`config.mk`:
```
export PLATFORM = sky130hd
export DESIGN_NAME = controlador_display_7seg
export DESIGN_NICKNAME = d
export VERILOG_FILES = /design/src/rtl/pkg_display.sv /design/src/rtl/decodificador_bcd_7seg.sv /design/src/rtl/controlador_display_7seg.sv
export SDC_FILE = /design/constraint.sdc
export NUM_CORES = 1
export LEC_CHECK = 0
export ABC_CLOCK_PERIOD_IN_PS = 4950
export CAP_MARGIN = 10
export CORE_ASPECT_RATIO = 1.25
export CORE_MARGIN = 10
export CORE_UTILIZATION = 55
export DETAILED_ROUTE_END_ITERATION = 6
export GPL_TIMING_DRIVEN = 0
export PLACE_DENSITY = 0.77
export SYNTH_ARGS = -nofsm -noshare
export SYNTH_HDL_FRONTEND = slang
export SYNTH_SLANG_ARGS = --single-unit
```
`constraint.sdc`:
```
create_clock -name clk -period 4.95 [get_ports clk]
set_input_delay 0.99 -clock clk [delete_from_list [all_inputs] [get_ports clk]]
set_output_delay 0.99 -clock clk [all_outputs]
set_load 0.005 [all_outputs]
```
`src/rtl/pkg_display.sv`:
```
// Shared constants and types for the multiplexed seven-segment display driver.
// Segment patterns are active-low, bit order {g,f,e,d,c,b,a}.
package pkg_display;

  localparam int N_DIGITOS = 6;   // scanned positions: 5 BCD digits + sign slot
  localparam int N_ANODOS  = 8;   // physical anodes on the board

  typedef logic [6:0] t_segmentos;

  localparam t_segmentos SEG_0       = 7'b1000000;
  localparam t_segmentos SEG_1       = 7'b1111001;
  localparam t_segmentos SEG_2       = 7'b0100100;
  localparam t_segmentos SEG_3       = 7'b0110000;
  localparam t_segmentos SEG_4       = 7'b0011001;
  localparam t_segmentos SEG_5       = 7'b0010010;
  localparam t_segmentos SEG_6       = 7'b0000010;
  localparam t_segmentos SEG_7       = 7'b1111000;
  localparam t_segmentos SEG_8       = 7'b0000000;
  localparam t_segmentos SEG_9       = 7'b0010000;
  localparam t_segmentos SEG_MENOS   = 7'b0111111;
  localparam t_segmentos SEG_E       = 7'b0000110;
  localparam t_segmentos SEG_APAGADO = 7'b1111111;

endpackage

```
`src/rtl/decodificador_bcd_7seg.sv`:
```
// Combinational BCD nibble to seven-segment decoder.
//   nibble_i    : BCD digit; values above 9 decode to 'E'
//   apagado_i   : force all segments off (highest priority)
//   menos_i     : show the minus sign
//   segmentos_o : active-low {g,f,e,d,c,b,a}
module decodificador_bcd_7seg
  import pkg_display::*;
(
  input  logic [3:0] nibble_i,
  input  logic       apagado_i,
  input  logic       menos_i,
  output t_segmentos segmentos_o
);

  always_comb begin
    segmentos_o = SEG_APAGADO;
    if (apagado_i) begin
      segmentos_o = SEG_APAGADO;
    end else if (menos_i) begin
      segmentos_o = SEG_MENOS;
    end else begin
      case (nibble_i)
        4'd0:    segmentos_o = SEG_0;
        4'd1:    segmentos_o = SEG_1;
        4'd2:    segmentos_o = SEG_2;
        4'd3:    segmentos_o = SEG_3;
        4'd4:    segmentos_o = SEG_4;
        4'd5:    segmentos_o = SEG_5;
        4'd6:    segmentos_o = SEG_6;
        4'd7:    segmentos_o = SEG_7;
        4'd8:    segmentos_o = SEG_8;
        4'd9:    segmentos_o = SEG_9;
        default: segmentos_o = SEG_E;
      endcase
    end
  end

endmodule

```
`src/rtl/controlador_display_7seg.sv`:
```
// Time-multiplexed driver for an 8-digit common-anode display.
// Captures a 5-digit packed BCD result and its sign on the rising edge of
// done, then scans positions 0..5 with leading-zero blanking and a floating
// minus sign placed just left of the most significant shown digit.
//   clk        : system clock
//   reset      : asynchronous, active-low
//   codigo_BCD : packed BCD, digit k in [4k+3:4k]
//   signo      : 1 = negative, sampled with codigo_BCD
//   done       : load strobe (rising edge)
//   anodos     : active-low digit enables (registered)
//   segmentos  : active-low {g,f,e,d,c,b,a} (registered)
//   cargado    : a result has been captured since reset
module controlador_display_7seg
  import pkg_display::*;
#(
  parameter int N_REFRESCO = 100000
) (
  input  logic                clk,
  input  logic                reset,
  input  logic [19:0]         codigo_BCD,
  input  logic                signo,
  input  logic                done,
  output logic [N_ANODOS-1:0] anodos,
  output t_segmentos          segmentos,
  output logic                cargado
);

  localparam int CW = (N_REFRESCO > 1) ? $clog2(N_REFRESCO) : 1;

  logic                done_q;
  logic [19:0]         bcd_q;
  logic                signo_q;
  logic                cargado_q;
  logic [CW-1:0]       cnt_q, cnt_d;
  logic [2:0]          idx_q, idx_d;
  logic [N_ANODOS-1:0] anodos_q, anodos_d;
  t_segmentos          seg_q, seg_d;

  logic       carga;
  logic [4:0] nz;
  logic [2:0] msd;
  logic       menos;
  logic       apagado;
  logic [3:0] nibble;

  assign carga = done & ~done_q;

  always_comb begin
    cnt_d = cnt_q + CW'(1);
    idx_d = idx_q;
    if (cnt_q == CW'(N_REFRESCO - 1)) begin
      cnt_d = '0;
      idx_d = (idx_q == 3'(N_DIGITOS - 1)) ? 3'd0 : idx_q + 3'd1;
    end
  end

  // Any nonzero nibble (including invalid ones shown as 'E') keeps its
  // position and everything below it lit.
  always_comb begin
    msd = 3'd0;
    for (int k = 0; k < 5; k++) begin
      nz[k] = |bcd_q[4*k +: 4];
    end
    for (int k = 1; k < 5; k++) begin
      if (nz[k]) msd = 3'(k);
    end
  end

  // A negative zero has no nonzero digit, so no minus is shown for it.
  assign menos   = signo_q & (|nz) & (idx_q == msd + 3'd1);
  assign apagado = ~menos & (idx_q > msd);

  always_comb begin
    case (idx_q)
      3'd0:    nibble = bcd_q[3:0];
      3'd1:    nibble = bcd_q[7:4];
      3'd2:    nibble = bcd_q[11:8];
      3'd3:    nibble = bcd_q[15:12];
      3'd4:    nibble = bcd_q[19:16];
      default: nibble = 4'd0;
    endcase
  end

  decodificador_bcd_7seg u_dec (
    .nibble_i   (nibble),
    .apagado_i  (apagado),
    .menos_i    (menos),
    .segmentos_o(seg_d)
  );

  assign anodos_d = apagado ? {N_ANODOS{1'b1}}
                            : ~({{(N_ANODOS-1){1'b0}}, 1'b1} << idx_q);

  always_ff @(posedge clk or negedge reset) begin
    if (!reset) begin
      done_q    <= 1'b0;
      bcd_q     <= '0;
      signo_q   <= 1'b0;
      cargado_q <= 1'b0;
      cnt_q     <= '0;
      idx_q     <= '0;
      anodos_q  <= {N_ANODOS{1'b1}};
      seg_q     <= SEG_APAGADO;
    end else begin
      done_q   <= done;
      cnt_q    <= cnt_d;
      idx_q    <= idx_d;
      anodos_q <= anodos_d;
      seg_q    <= seg_d;
      if (carga) begin
        bcd_q     <= codigo_BCD;
        signo_q   <= signo;
        cargado_q <= 1'b1;
      end
    end
  end

  assign anodos    = anodos_q;
  assign segmentos = seg_q;
  assign cargado   = cargado_q;

endmodule

```
==> results.sh <==
export IMPL_synth_net_count=281
export IMPL_final_setup_violating_endpoints=0
export IMPL_switching_power_uw=266
export IMPL_drcViolationCount=0
export IMPL_irDropWorstVdd_uv=227
export IMPL_floorplan_initialDensity_pct=56.6
export IMPL_synth_compound_area_share_pct=7.62
export IMPL_via_per_inst=5.49
export IMPL_report_final_hold_viol_count=0
export IMPL_ctsLongestPathBuffers=2
export IMPL_hpwlAfterDp_mm=4.34
export IMPL_yosys_area_share_simple_pct=16.8
export IMPL_yosysWarnings=0
export IMPL_final_design_area_no_fill_sq_um=3510
export IMPL_crit_path_top_delay_cell="sky130_fd_sc_hd__a222oi_1"
export IMPL_timing_critical_path_cells="buf_6, mux2i_1, o22ai_1, a222oi_1, inv_1, ha_1, o31ai_1, a2111oi_2, o21a_1"
export IMPL_grt_pass1_vias=2138
export IMPL_final_layout_size_suffix_gt1_share_pct=22.3
export IMPL_timing_worst_slew_pin_value_ns=0.737
export IMPL_clock_pin_slew_reported_for_the_worst_setup_and_hold_paths_after_clock_tree_synthesis_ns=0.06
export IMPL_place_congestion=0.818
export IMPL_post_synth_fa_ha_maj_area_fraction_pct=5.26
export IMPL_largest_family_of_logic_cells_by_synthesized_area="simple AND/OR/NAND/NOR gates"
export IMPL_mux_cell_area_share_after_synthesis_pct=9.99
export IMPL_path_class="reg -> reg"
export IMPL_worst_endpoint_arrival_ns=3.13
export IMPL_critical_path_top_delay_family="compound AO/OA/AOI/OAI gates"
export IMPL_drt_first_pass_iters=4
export IMPL_detail_route_iter0_violations=95
export IMPL_async_flop_share_pct=100
export IMPL_grt_max_degree=36
export IMPL_post_cts_repair_setup_buffers=0
export IMPL_dp_cells=347
export IMPL_yosys_area_top_type="sky130_fd_sc_hd__dfrtp_1"
export IMPL_pwr_share_clk_pct=34.4
export IMPL_placedInstanceArea_sq_um=3340
export IMPL_nets=332
export IMPL_cellInternalPower_uw=830
export IMPL_crit_path_max_fanout=10
export IMPL_timing_critical_path_slowest_cell_delay_ns=0.70
export IMPL_tritoncts="done"
export IMPL_design_portCount=40
export IMPL_worst_skew_pair_later_pin_latency_ns=0.34
export IMPL_power_frac_seq_pct=50.3
export IMPL_timing_critical_path_required_ns=5.21
export IMPL_final_sum_of_negative_setup_slack_ns=0
export IMPL_worstHoldPathType="reg -> reg"
export IMPL_netlist_instances=245
export IMPL_outcome="finished clean"
export IMPL_cp_start_kind="flip-flop"
export IMPL_critPathBufInv=2
export IMPL_yosys_register_bits=58
export IMPL_max_slew_headroom_at_the_worst_pin_pct=50.9
export IMPL_core_area_sq_um=5040
export IMPL_io_buffer_count=39
export IMPL_setup_skew_ns=0.00743
export IMPL_timing_max_transition_violations_final=0
export IMPL_synthDistinctLibCells=57
export IMPL_yosysTopAreaCellShare_pct=37.7
export IMPL_numCtsBuffers=9
export IMPL_final_period_minus_worst_setup_slack_ns=2.87
export IMPL_synth_top_cells_by_count="sky130_fd_sc_hd__dfrtp_1, sky130_fd_sc_hd__nand2_1, sky130_fd_sc_hd__mux2_2, sky130_fd_sc_hd__dfstp_2, sky130_fd_sc_hd__nor2_1"
export IMPL_number_of_antenna_violations_at_the_first_check_in_global_routing=0
export IMPL_timing_max_cap_violations=0
export IMPL_syn_mean_instance_area_sq_um=11.7
export IMPL_sort_of_element_at_the_end_of_the_critical_path="flip-flop"
export IMPL_synth_yosys_seq_area_share_pct=51.5
export IMPL_synth_edf_count=0
export IMPL_wl_per_cell_microns=15.6
export IMPL_area_growth_synth_to_final_pct=22.9
export IMPL_antenna_cells_inserted=0
export IMPL_wirelength_mm=5.66
export IMPL_placement_setup_worst_slack_ns=2.10
export IMPL_power_leakage_uw=0.00149
export IMPL_chipHeight_microns=101
export IMPL_ys_dominant_reg_cell="sky130_fd_sc_hd__dfrtp_1"
export IMPL_switching_share_pct=24.2
export IMPL_p_total_uw=1100
export IMPL_synthTopCellsByArea="sky130_fd_sc_hd__dfrtp_1, sky130_fd_sc_hd__dfstp_2, sky130_fd_sc_hd__mux2_2"
export IMPL_cts_resized=0
export IMPL_detailroute_via_count=1994
export IMPL_fmaxAchievable_mhz=348
export IMPL_layout_setup_ws_ns=2.08
export IMPL_die_width_microns=84.4
export IMPL_power_density_nw_per_um2=312
export IMPL_grt_setup_unrepaired="no"
export IMPL_clock_root_buffer="sky130_fd_sc_hd__clkbuf_8"
export IMPL_rows=29
export IMPL_gr_total_overflow=0
export IMPL_post_cts_hold_fix_bufs=0
export IMPL_h_tree_depth=3
export IMPL_die_area_sq_um=8490
export IMPL_share_of_the_synthesized_netlist_area_taken_by_xor_and_xnor_gates_pct=5.83
export IMPL_final_min_period_over_clock_period_pct=58.0
export IMPL_syn_area_sq_um=2860
export IMPL_grt_first_pass_wirelength_mm=9.67
export IMPL_number_of_standard_cells_in_the_final_layout_excluding_fillers=363
export IMPL_yosys_cell_count_top_type="sky130_fd_sc_hd__dfrtp_1"
export IMPL_comb_power_share_pct=15.3
export IMPL_global_route_usage_total_pct=14.1
export IMPL_detail_route_antenna_nets=0
export IMPL_clock_sink_count=58
per-layer routing:
metal / vias to the layer above / GRT usage [%] / wire, microns
met5: - / 0 / 0
met4: 0 / 7.36 / 146
met3: 13 / 4.69 / 252
met2: 39 / 24.7 / 2910
met1: 978 / 14.8 / 2350
li1: 964 / - / -
power by group through the flow:
stage                     Combinational, uW  Clock (uW)  Sequential (uW)
after floorplan                        87.9           0              555
after global placement                  164           0              557
after detailed placement                170           0              560
after CTS                               171         388              552
after global routing                    186         408              557
final                                   168         377              551
through the flow:
step	utilization, %	hold WS, ns
global placement	65.9	0.456
floorplan	-	0.454
global route	69.6	0.499
CTS	69.6	0.480
detailed placement	66.2	0.461
finish	69.6	0.475
kinds of logic after synthesis:
| group | after synthesis |
|---|---|
| mux | 26 |
| fa+ha+maj | 12 |
| xor+xnor | 19 |
| simple gates | 83 |
| buf+inv | 19 |
| compound gates | 28 |
| flops | 58 |
final cells by class:
class	count	area (sq um)
clock buffers	16	170
inverters	12	45.0
well taps	62	77.6
plain buffers	7	41.3
flip-flops and latches	58	1470
repair buffers	40	405
fillers	388	1540
multi-input cells	168	1300
sequential cells by signal, summed over array words and instances (netlist names):
register   count
signo_q        1
cargado        1
cnt_q         17
done_q         1
idx_q          3
segmentos      7
bcd_q         20
anodos         8
cell usage in the layout (no fill, tap or decap), types with 5 or more instances in the layout:
master and count:
sky130_fd_sc_hd__nor2_1 15, sky130_fd_sc_hd__mux2i_1 6, sky130_fd_sc_hd__dfrtp_1 43, sky130_fd_sc_hd__nand3_1 13
sky130_fd_sc_hd__o21ai_0 5, sky130_fd_sc_hd__inv_1 12, sky130_fd_sc_hd__mux2_2 18, sky130_fd_sc_hd__clkbuf_8 11
sky130_fd_sc_hd__ha_1 12, sky130_fd_sc_hd__xnor2_1 12, sky130_fd_sc_hd__clkbuf_1 7, sky130_fd_sc_hd__xor2_1 7
sky130_fd_sc_hd__clkdlybuf4s50_1 38, sky130_fd_sc_hd__nand2_1 20, sky130_fd_sc_hd__dfstp_2 15
final timing paths:
check                           cells past startpoint                     end  slack (ns)            startpoint
worst min-delay path                                1     cargado$_DFFE_PN0P_        0.48   cargado$_DFFE_PN0P_
worst max register to register                      9  segmentos[6]$_DFF_PN1_        2.08  idx_q[2]$_DFFE_PN0N_
worst min register to register                      1     cargado$_DFFE_PN0P_        0.48   cargado$_DFFE_PN0P_
min in group asynchronous                           1    bcd_q[6]$_DFFE_PN0P_        0.64                 reset
max in group asynchronous                           2     anodos[1]$_DFF_PN1_        3.69                 reset
worst max-delay path                                9  segmentos[6]$_DFF_PN1_        2.08  idx_q[2]$_DFFE_PN0N_
(Power assumes the default switching activity.)
